File: src/rtl/doodle_pkg.sv
// doodle_pkg: shared screen constants, platform record, FSM states and LFSR taps
package doodle_pkg;
  localparam int SCREEN_W = 640;
  localparam int SCREEN_H = 480;
  // x^10 + x^7 + 1 : feedback from bits 9 and 6
  localparam logic [9:0] LFSR_TAPS = 10'h240;
  typedef struct packed {
    logic [9:0] x;
    logic [9:0] y;
  } plat_t;
  typedef enum logic [1:0] {IDLE, INIT, READY, SCROLL} state_t;
endpackage

File: src/rtl/platform_field_lfsr10.sv
// lfsr10: free-running 10-bit Fibonacci LFSR (x^10+x^7+1), shifts every cycle
// Ports: Clk, Reset (async, active-high, loads SEED), out[9:0] current state.
module lfsr10
  import doodle_pkg::*;
#(
  parameter logic [9:0] SEED = 10'h001
) (
  input  logic       Clk,
  input  logic       Reset,
  output logic [9:0] out
);
  always_ff @(posedge Clk or posedge Reset)
    if (Reset) out <= SEED;
    else out <= {out[8:0], ^(out & LFSR_TAPS)};
endmodule

File: src/rtl/platform_field.sv
// platform_field: 16-slot platform position table with init, scroll/respawn and registered read port
// Ports: Clk, Reset (async, active-high); frame_clk (async level, synchronised here);
//   init (pulse, regenerate field); scroll_amt[3:0] (lines per frame, 0 = none);
//   rd_idx[3:0] -> rd_x[9:0]/rd_y[9:0] one cycle later; loadplat (table consistent pulse);
//   busy (INIT or SCROLL); respawn_cnt[7:0] (wrapping); overrun (sticky, frame during SCROLL).
// Optional: define PLATFORM_FIELD_DBUF_EN to read from a shadow table refreshed on loadplat.
module platform_field
  import doodle_pkg::*;
#(
  parameter int NUM_PLAT     = 16,
  parameter int PLAT_SPACING = 30,
  parameter int PLAT_Y0      = 15,
  parameter int X_OFFSET     = 64
) (
  input  logic       Clk,
  input  logic       Reset,
  input  logic       frame_clk,
  input  logic       init,
  input  logic [3:0] scroll_amt,
  input  logic [3:0] rd_idx,
  output logic [9:0] rd_x,
  output logic [9:0] rd_y,
  output logic       loadplat,
  output logic       busy,
  output logic [7:0] respawn_cnt,
  output logic       overrun
);
  localparam int IW = $clog2(NUM_PLAT);
  state_t state, state_nxt;
  logic [IW-1:0] idx, idx_nxt;
  logic [3:0] amt, amt_nxt;
  logic [9:0] lfsr, new_x, sum;
  logic fs1, fs2, fs_prev, frame_edge;
  logic wr_en, load_nxt, respawn, ovr_set, wrap, last;
  plat_t tbl [NUM_PLAT];
  plat_t wr_val, cur, rd_src;

  lfsr10 #(.SEED(10'h001)) u_lfsr (.Clk(Clk), .Reset(Reset), .out(lfsr));

  assign frame_edge = fs2 & ~fs_prev;
  assign new_x      = (lfsr & 10'h1ff) + 10'(X_OFFSET);
  assign cur        = tbl[idx];
  assign sum        = cur.y + {6'd0, amt};
  assign wrap       = sum >= 10'(SCREEN_H);
  assign last       = idx == IW'(NUM_PLAT - 1);
  assign busy       = state == INIT || state == SCROLL;

  // init overrides everything, including an in-flight scroll and a coincident frame edge
  always_comb begin
    state_nxt = state;
    idx_nxt   = idx;
    amt_nxt   = amt;
    wr_en     = 1'b0;
    wr_val    = '0;
    load_nxt  = 1'b0;
    respawn   = 1'b0;
    ovr_set   = 1'b0;
    if (init) begin
      state_nxt = INIT;
      idx_nxt   = '0;
    end else begin
      case (state)
        INIT: begin
          wr_en    = 1'b1;
          wr_val   = plat_t'{x: new_x, y: 10'(PLAT_Y0 + PLAT_SPACING * int'(idx))};
          idx_nxt  = idx + 1'b1;
          state_nxt = last ? READY : INIT;
          load_nxt = last;
        end
        READY: if (frame_edge && scroll_amt != 4'd0) begin
          state_nxt = SCROLL;
          idx_nxt   = '0;
          amt_nxt   = scroll_amt;
        end
        SCROLL: begin
          wr_en    = 1'b1;
          wr_val   = wrap ? plat_t'{x: new_x, y: sum - 10'(SCREEN_H)} : plat_t'{x: cur.x, y: sum};
          respawn  = wrap;
          ovr_set  = frame_edge;
          idx_nxt  = idx + 1'b1;
          state_nxt = last ? READY : SCROLL;
          load_nxt = last;
        end
        default: ;
      endcase
    end
  end

  always_ff @(posedge Clk or posedge Reset)
    if (Reset) begin
      state       <= IDLE;
      idx         <= '0;
      amt         <= '0;
      loadplat    <= 1'b0;
      respawn_cnt <= '0;
      overrun     <= 1'b0;
      fs1         <= 1'b0;
      fs2         <= 1'b0;
      fs_prev     <= 1'b0;
      rd_x        <= '0;
      rd_y        <= '0;
      for (int i = 0; i < NUM_PLAT; i++) tbl[i] <= '0;
    end else begin
      state       <= state_nxt;
      idx         <= idx_nxt;
      amt         <= amt_nxt;
      loadplat    <= load_nxt;
      respawn_cnt <= respawn_cnt + 8'(respawn);
      overrun     <= overrun | ovr_set;
      fs1         <= frame_clk;
      fs2         <= fs1;
      fs_prev     <= fs2;
      rd_x        <= rd_src.x;
      rd_y        <= rd_src.y;
      if (wr_en) tbl[idx] <= wr_val;
    end

`ifdef PLATFORM_FIELD_DBUF_EN
  plat_t shadow [NUM_PLAT];
  // snapshot includes the slot being written in the same cycle so the copy is complete
  always_ff @(posedge Clk or posedge Reset)
    if (Reset) begin
      for (int i = 0; i < NUM_PLAT; i++) shadow[i] <= '0;
    end else if (load_nxt) begin
      for (int i = 0; i < NUM_PLAT; i++) shadow[i] <= (wr_en && idx == IW'(i)) ? wr_val : tbl[i];
    end
  assign rd_src = shadow[rd_idx];
`else
  assign rd_src = tbl[rd_idx];
`endif
endmodule

File: config.mk
export PLATFORM = sky130hd
export DESIGN_NAME = platform_field
export DESIGN_NICKNAME = d
export VERILOG_FILES = /design/src/rtl/doodle_pkg.sv /design/src/rtl/platform_field_lfsr10.sv /design/src/rtl/platform_field.sv
export SDC_FILE = /design/constraint.sdc
export NUM_CORES = 1
export LEC_CHECK = 0
export CELL_PAD_IN_SITES_DETAIL_PLACEMENT = 0
export CELL_PAD_IN_SITES_GLOBAL_PLACEMENT = 2
export CORE_MARGIN = 2
export CORE_UTILIZATION = 39
export DETAILED_ROUTE_END_ITERATION = 8
export PLACE_DENSITY = 0.82
export SLEW_MARGIN = 0
export SYNTH_ARGS = -nofsm -noshare
export SYNTH_HDL_FRONTEND = slang
export SYNTH_HIERARCHICAL = 1
export SYNTH_SLANG_ARGS = --single-unit
File: constraint.sdc
create_clock -name Clk -period 11.6 [get_ports Clk]
set_input_delay 2.32 -clock Clk [delete_from_list [all_inputs] [get_ports Clk]]
set_output_delay 2.32 -clock Clk [all_outputs]
set_load 0.1 [all_outputs]
==> results of run 1 <==
[logic make-up after synthesis]
| group | Yosys count |
|---|---|
| adders and majority gates | 31 |
| DFF | 373 |
| buffers and inverters | 158 |
| muxes | 214 |
| and+or+nand+nor | 472 |
| AOI/OAI and AO/OA | 382 |
| xor gates and xnor gates | 21 |
[path summary, 6_finish.rpt]
path	startpoint	endpoint	slack (ns)	cells past startpoint
min in group asynchronous	Reset	u_lfsr/out[1]$_DFF_PP0_	2.20	2
max reg2reg	idx[0]$_DFFE_PP0P_	tbl[266]$_DFFE_PP0P_	5.38	12
max in group asynchronous	Reset	idx[0]$_DFFE_PP0P_	7.63	4
max	idx[0]$_DFFE_PP0P_	tbl[266]$_DFFE_PP0P_	5.38	12
min reg2reg	fs1$_DFF_PP0_	fs2$_DFF_PP0_	0.36	0
min	fs1$_DFF_PP0_	fs2$_DFF_PP0_	0.36	0
[Yosys cell counts (3+ instances only)]
cell	n	area, um2
dfrtp_1	372	9310
nor2_1	233	875
a21oi_1	198	991
mux4_2	181	4080
nand2_1	138	518
o21ai_0	111	556
clkbuf_1	88	330
nand3_1	32	160
buf_1	27	101
ha_1	26	325
a31oi_1	20	125
and3_1	19	119
mux2i_1	13	130
xnor2_1	12	105
buf_4	11	82.6
inv_1	11	41.3
buf_6	10	113
mux2i_4	10	225
nand4_1	10	62.6
o31ai_2	10	125
xor2_1	9	78.8
mux4_1	7	184
nor3_1	7	35.0
buf_2	6	30.0
nor2b_1	6	37.5
and4_1	5	43.8
fa_1	5	100
nor4_1	5	31.3
o31ai_1	5	37.5
a221oi_1	3	26.3
mux2_2	3	33.8
nand2b_1	3	18.8
or3_1	3	18.8
[final cells by class]
type / instances / area, um2
Clock buffer: 58 / 1200
Clock inverter: 14 / 163
Fill cell: 4638 / 28100
Inverter: 13 / 52.6
Multi-Input combinational cell: 1120 / 9500
Sequential cell: 373 / 9340
Tap cell: 672 / 841
Timing Repair Buffer: 78 / 693
[metrics by stage]
stage,std cells,total power [mW],cell area (um2)
2_1_floorplan,1651,2.29,19600
5_1_grt,2328,4.02,21800
3_3_place_gp,2256,2.49,20400
3_5_place_dp,2256,2.52,20400
6_report,2328,3.83,21800
4_1_cts,2328,3.86,21800
[registers in the layout, indices dropped and copies added, names as in the netlist]
register     flops
amt              4
fs1              1
fs2              1
fs_prev          1
idx              4
loadplat         1
overrun          1
rd_x            10
rd_y            10
respawn_cnt      8
state            2
tbl            320
u_lfsr/out      10
[routing by layer]
layer | global-route usage, % | vias to the layer above
met5 | 0 | -
met4 | 7.78 | 0
met3 | 3.71 | 118
met2 | 33.7 | 457
met1 | 29.9 | 6937
li1 | - | 6021
[worst max-delay path: stages, from the launching register on]
cell      delay, ns
dfrtp_4        0.98
buf_4          0.84
mux4_2         0.61
mux4_2         0.54
ha_1           0.32
a211oi_1       0.28
o21bai_1       0.24
nor2_1         0.15
nand4_1        0.18
a311oi_2       0.53
nor2_1         0.12
a311oi_2       0.98
a21oi_1        0.17
[layout by cell type (no fill, tap or decap), types with 13 or more instances in the layout]
cell type / count
a21oi_1: 198
clkdlybuf4s50_1: 39
mux2i_1: 13
nand3_1: 32
dfrtp_1: 369
mux4_2: 181
nand2_1: 138
a31oi_1: 20
clkbuf_16: 42
ha_1: 26
buf_4: 37
and3_1: 19
nor2_1: 233
o21ai_0: 111
[power by group through the flow]
stage / Sequential [mW] / Combinational, mW / Clock [mW]
4_1_cts: 1.64 / 0.857 / 1.36
6_report: 1.65 / 0.855 / 1.33
5_1_grt: 1.67 / 0.930 / 1.42
3_3_place_gp: 1.65 / 0.838 / 0
3_5_place_dp: 1.67 / 0.852 / 0
2_1_floorplan: 1.70 / 0.594 / 0
==> summary.md, run 1 <==
| Metric | Value |
|---|---|
| Synth Area in Simple Gates | `10.4%` |
| Vias per cell | `5.81` |
| Total clock sinks | `373` |
| Flop pwr share | `43.0%` |
| Num CTS Buffers | `41` |
| WS Path Type | `reg -> reg` |
| CP max FO | `48` |
| Worst hold margin | `0.360 ns` |
| Int Pwr | `2.66 mW` |
| Area Growth Syn to Fin | `11.4%` |
| Netlist cell types | `72` |
| CTS root buffer | `clkbuf_16` |
| Combinational Power Share | `22.3%` |
| Mapped Nets | `1694` |
| Met3 Wirelength | `3320 um` |
| Pre-CTS WS | `5.40 ns` |
| Synth async-reset ratio | `100%` |
| Wl on met1 | `24000 um` |
| Core ar. | `49900 um2` |
| Final setup vio count | `0` |
| Sum of negative setup slack | `0 ns` |
| Max cap viols | `0` |
| Global-route wire length before repair | `85000 um` |
| Leak | `9.14 nW` |
| Synth Area in Compound Gates | `11.2%` |
| FMAX | `161 MHz` |
| Max Used Layer | `met4` |
| Antenna violations before repair | `0` |
| Switching pwr | `1.17 mW` |
| #FFs+latches synth | `373` |
| Seq/Total Area, Yosys | `47.7%` |
| Post-CTS Repair Setup Buffers | `0` |
| Largest net degree at the start of global routing | `175` |
| Vias in the first global route | `13800` |
| Mapped Area | `19600 um2` |
| Post-synth EDFFs | `0` |
| Synth Area in XOR/XNOR | `0.940%` |
| Total grt overflow | `0` |
| Max Clock Skew | `0.0184 ns` |
| DRC | `0` |
| Layout Nets | `1670` |
| Antenna Cells | `0` |
| Hold Buf Count CTS | `0` |
| Port bufs | `42` |
| Slew headroom | `19.9%` |
| Final WS setup | `5.38 ns` |
| Die H | `228 um` |
| Antenna-violating nets left | `0` |
| Synthesized instance count | `1651` |
| Minimum clock period | `6.22 ns` |
| Clock-pin slew on the worst setup and hold paths | `0.06 ns` |
| CP Capture Type | `flip-flop` |
| CTS Buffer Depth | `3` |
| Run status | `completed` |
| Max Slew Vio Count | `0` |
| Clock insertion delay at the later pin of the skew report | `0.57 ns` |
| Metal2 WL | `25300 um` |
| Finished Core Util | `43.7%` |
| Multiplexer area fraction after synthesis | `23.8%` |
| H-tree Lvls | `2` |
| Critical path arrival | `6.61 ns` |
| # resized after CTS | `0` |
| Main flop type after synthesis | `dfrtp_1` |
| Die ar. | `52000 um2` |
| I/O pin total | `43` |
| Routability cong. | `0.837` |
| Synth warn | `6` |
| PD cells | `176 nW/um2` |
| Clk pwr share | `34.7%` |
| Actual slew at the worst max-slew pin | `1.20 ns` |
| Endpoints failing hold | `0` |
| GRT Total Usage | `21.4%` |
| Tcrit/Tclk final | `53.6%` |
| DRT Pass-1 Iters | `5` |
| WP data required | `11.99 ns` |
| TritonCTS clock tree | `yes` |
| Detailed placement HPWL | `32500 um` |
| 1st-iter DRT viols | `1219` |
| Vias | `13500` |
| Adder-Cell Fraction of Synth Area | `2.17%` |
| Worst Setup Start Kind | `flip-flop` |
| Die Wd | `228 um` |
| Initial Util | `39.2%` |
| Share of cells above drive strength 1 | `20.0%` |
| Site Rows | `82` |
| RSZ-0062 raised after global routing | `false` |
| Sw Share | `30.6%` |
| VDD IR-drop max | `0.0913 mV` |
| Avg Inst Size Synth | `11.9 um2` |
| Final wirelength | `54500 um` |
| Largest family of logic cells by synthesized area | `multiplexers` |
| Routed wire per std cell | `23.4 um` |
| Hold Path Class | `reg -> reg` |
Power figures use the tool's default switching activity.
==> inputs of run 2 (changes only) <==
CORE_UTILIZATION = 44   (was 39)
PLACE_DENSITY = 0.87   (was 0.82)
clock period = 6.2 ns   (was 11.6 ns; I/O delays follow)
==> run 2 against run 1 <==
Compared with the run above:
- flip-flop and latch count unchanged
- critical path depth increased by 3
- total power increased by 91%
- first-iteration DRC count decreased by 10%
- routed wire length decreased by 0.75%
- global-route usage increased by 2.6 points
- maximum frequency increased by 25%
- clock power increased by 98%
- register-to-register slack got worse by 4.2 ns
- die area decreased by 11%
- critical path type unchanged
==> summary.md, run 2 (synthesized netlist as in run 1, its figures left out) <==
| Metric | Value |
|---|---|
| FMAX | `201 MHz` |
| Die ar. | `46200 um2` |
| TritonCTS clock tree | `yes` |
| RSZ-0062 raised after global routing | `false` |
| Sw Share | `30.2%` |
| Initial Util | `44.4%` |
| VDD IR-drop max | `0.167 mV` |
| PD cells | `335 nW/um2` |
| Clk pwr share | `36.1%` |
| Clock insertion delay at the later pin of the skew report | `0.57 ns` |
| Fin cells | `2255` |
| Hold Path Class | `reg -> reg` |
| WP data required | `6.65 ns` |
| # resized after CTS | `0` |
| Clock-pin slew on the worst setup and hold paths | `0.06 ns` |
| Vias per cell | `6.06` |
| Switching pwr | `2.21 mW` |
| Final wirelength | `54100 um` |
| CP Capture Type | `flip-flop` |
| Max cap viols | `0` |
| Max Slew Vio Count | `0` |
| CTS root buffer | `clkbuf_16` |
| Die H | `215 um` |
| Largest net degree at the start of global routing | `135` |
| H-tree Lvls | `2` |
| CP max FO | `30` |
| Combinational Power Share | `21.9%` |
| Reg-to-reg startpoint | `idx[0]$_DFFE_PP0P_` |
| Total clock sinks | `373` |
| Sum of negative setup slack | `0 ns` |
| Area Growth Syn to Fin | `11.7%` |
| FF-to-FF End | `respawn_cnt[6]$_DFF_PP0_` |
| Post-CTS Repair Setup Buffers | `0` |
| Leading cell types in the layout, fill and taps excluded | `dfrtp_1 (369), nor2_1 (233), a21oi_1 (198), mux4_2 (181), nand2_1 (138)` |
| Minimum clock period | `4.98 ns` |
| Worst reg2reg setup slack | `1.22 ns` |
| Share of cells above drive strength 1 | `20.4%` |
| Int Pwr | `5.12 mW` |
| WS Path Type | `reg -> reg` |
| Finished Core Util | `49.7%` |
| DRT Pass-1 Iters | `5` |
| Run status | `completed` |
| Layout Nets | `1675` |
| Antenna Cells | `0` |
| Tcrit/Tclk final | `80.3%` |
| Site Rows | `77` |
| Total grt overflow | `0` |
| DRC | `0` |
| CTS Buffer Depth | `3` |
| Port bufs | `42` |
| Num CTS Buffers | `41` |
| Antenna-violating nets left | `0` |
| Antenna violations before repair | `0` |
| Register-to-Register Path Depth | `15` |
| Critical path arrival | `5.42 ns` |
| Leak | `9.23 nW` |
| Hold path depth | `0` |
| Global-route wire length before repair | `84200 um` |
| I/O pin total | `43` |
| Biggest register | `tbl` |
| 1st-iter DRT viols | `1092` |
| GRT Total Usage | `24.0%` |
| Routed wire per std cell | `24.0 um` |
| Endpoints failing hold | `0` |
| Hold Buf Count CTS | `0` |
| Max reg flops | `320` |
| Die Wd | `215 um` |
| Most common cell after layout, fill and taps aside | `dfrtp_1` |
| Post-Place Cells | `2181` |
| Worst Setup Start Kind | `flip-flop` |
| Crit. Startpoint | `idx[0]$_DFFE_PP0P_` |
| Slew headroom | `22.4%` |
| Vias | `13700` |
| Flop pwr share | `42.0%` |
| Worst setup endpoint | `respawn_cnt[6]$_DFF_PP0_` |
| Routability cong. | `0.861` |
| Final setup vio count | `0` |
| Max Clock Skew | `0.0221 ns` |
| Detailed placement HPWL | `33000 um` |
| Core ar. | `44000 um2` |
| Actual slew at the worst max-slew pin | `1.16 ns` |
| Vias in the first global route | `13700` |
run 2: layer usage:
| layer | part of all wire [%] | vias up | track usage (%) |
|---|---|---|---|
| met2 | 46 | 521 | 36.6 |
| li1 | - | 6030 | - |
| met5 | 0 | - | 0 |
| met3 | 8.5 | 88 | 5.97 |
| met4 | 2.5 | 0 | 6.60 |
| met1 | 43 | 7018 | 34.4 |
run 2: cell type report:
cell class	count	area, um2
clock buffer	56	1200
clock inverter	18	253
fill	3817	22200
inverter	13	52.6
multi-input combinational	1120	9500
sequential	373	9340
tap	592	741
timing repair buffer	83	768
run 2: worst min path at each step:
stage	end	from
4_1_cts	fs2$_DFF_PP0_	fs1$_DFF_PP0_
5_1_grt	fs2$_DFF_PP0_	fs1$_DFF_PP0_
3_3_place_gp	fs2$_DFF_PP0_	fs1$_DFF_PP0_
3_5_place_dp	fs2$_DFF_PP0_	fs1$_DFF_PP0_
2_1_floorplan	fs2$_DFF_PP0_	fs1$_DFF_PP0_
6_report	fs2$_DFF_PP0_	fs1$_DFF_PP0_
run 2: per-stage QoR:
stage / hold WS, ns / cell area [um2] / total power, mW / setup WS (ns)
2_1_floorplan: 0.331 / 19600 / 4.29 / 0.0918
3_3_place_gp: 0.349 / 20400 / 4.66 / 1.26
3_5_place_dp: 0.343 / 20400 / 4.71 / 1.25
4_1_cts: 0.359 / 21900 / 7.38 / 1.26
5_1_grt: 0.364 / 21900 / 7.66 / 0.828
6_report: 0.357 / 21900 / 7.33 / 1.22
run 2: power by group through the flow:
stage               Clock [mW]  Combinational (mW)  Sequential, mW
floorplan                    0                1.11            3.18
global placement             0                1.57            3.10
detailed placement           0                1.60            3.11
CTS                       2.69                1.61            3.07
global route              2.79                1.75            3.12
finish                    2.64                1.61            3.08
run 2: critical path: stages (launching register included):
cell and delay [ns]:
dfrtp_4 0.78, mux4_2 0.58, mux4_2 0.53, ha_1 0.32
a211oi_1 0.29, o21bai_1 0.25, nor2_1 0.15, nand4_1 0.18
a311oi_2 0.48, nor2_1 0.15, nor2_1 0.27, ha_1 0.24
ha_1 0.19, and3_1 0.20, nand3_1 0.10, xnor2_1 0.13
==> RTL change: new RTL, config.mk and constraints of run 1 <==
Change the parameter `PLAT_SPACING` from 30 to 16.
--- a/src/rtl/platform_field.sv
+++ b/src/rtl/platform_field.sv
@@ -9,5 +9,5 @@
 #(
   parameter int NUM_PLAT     = 16,
-  parameter int PLAT_SPACING = 30,
+  parameter int PLAT_SPACING = 16,
   parameter int PLAT_Y0      = 15,
   parameter int X_OFFSET     = 64
Function: changed (Yosys sat finds a counterexample within 10 cycles, from zero or initial values and one cycle with Reset high).
==> RTL change against run 1 <==
  * Routed wire length is 5.9% lower
  * Total power is 6.0% lower
  * Die area is 4.5% lower
  * Synthesized cell count is 9.0% lower
  * Largest cell class is now flip-flops and latches
  * Design area is 3.2% lower
  * Sequential cell count stayed put
  * Sequential power is 5% lower
  * Highest routed layer unchanged
  * Area after synthesis is 4.6% lower
  * Setup slack better by 610 ps
  * First-iteration DRC count is 7.8% lower
==> RTL change: results (changes against run 1) <==
critical-path-max-stage-delay_ps: 830  # was 980 ps
fmax_ghz: 0.178  # was 0.161 GHz
tightestPinTransition_ps: 1250  # was 1200 ps
detailed_place_hpwl_um: 29900  # was 32,500 um
numCtsBuffers: 42  # was 41
syn_avg_cell_area_um2: 12.4  # was 11.9 um^2
grt_pass1_vias: 12500  # was 13,800
p_clk_share_pct: 39.3  # was 34.7%
gr-usage-all-layers_pct: 21.3  # was 21.4%
swShare_pct: 27.8  # was 30.6%
status: "finished, final reports clean"  # unchanged
nets: 1513  # was 1,670
final_cell_count_no_fill: 2136  # was 2,328
synth_compound_area_share_pct: 9.25  # was 11.2%
muxShareOfSynthArea_pct: 27.8  # was 23.8%
peakVddDrop_v: 0.0000871  # was 0.0000913 V
drt_iter0_markers: 1124  # was 1,219
cp_top_family: "multiplexers"  # was compound AO/OA/AOI/OAI gates
crit_arrival_ps: 6010  # was 6610 ps
critPathSlowestCell: "mux2i_2"  # was dfrtp_4
synth_xor_area_share_pct: 0.697  # was 0.940%
synth.area.top_cells: "dfrtp_1, mux4_2, a21oi_1, nor2_1, mux2_2"  # was dfrtp_1, mux4_2, a21oi_1, nor2_1, o21ai_0
synth_commonest_cells: "dfrtp_1, mux4_2, nor2_1, a21oi_1, nand2_1"  # was dfrtp_1, nor2_1, a21oi_1, mux4_2, nand2_1
r2r_slack_ps: 5990  # was 5380 ps
dp_slack_ps: 5940  # was 5400 ps
RTL change: cell types whose count changed in the layout (fill, tap and decap cells not counted), moves of 8 or more:
cell and change:
a21oi_1 -49, and3_1 -17, buf_4 -14, ha_1 -14
mux2_2 +52, mux2i_2 +10, mux2i_4 -10, mux4_2 +13
nand3_1 -10, nand4_1 -8, nor2_1 -54, o31ai_2 -10
RTL change: worst min-delay path by stage:
stage	start	endpoint
finish	fs1	fs2
global route	fs1	fs2
CTS	fs1	fs2
detailed placement	fs1	fs2
global placement	fs1	fs2
floorplan	fs1	fs2
RTL change: routing by layer:
metal,GRT usage [%],part of all wire [%],wire (um),up-vias
met5,0,0,0,-
met4,6.06,2.3,1200,0
met3,4.22,6.2,3160,81
met2,33.2,47,24000,361
met1,30.4,45,22900,6492
li1,-,-,-,5515
RTL change: layout make-up:
cell class                 instances  area [um^2]
inverter                          12         48.8
timing repair buffer              66          619
multi-input combinational        993         8860
clock inverter                    12          193
sequential                       373         9340
fill                            4327        26500
tap                              615          769
clock buffer                      65         1260
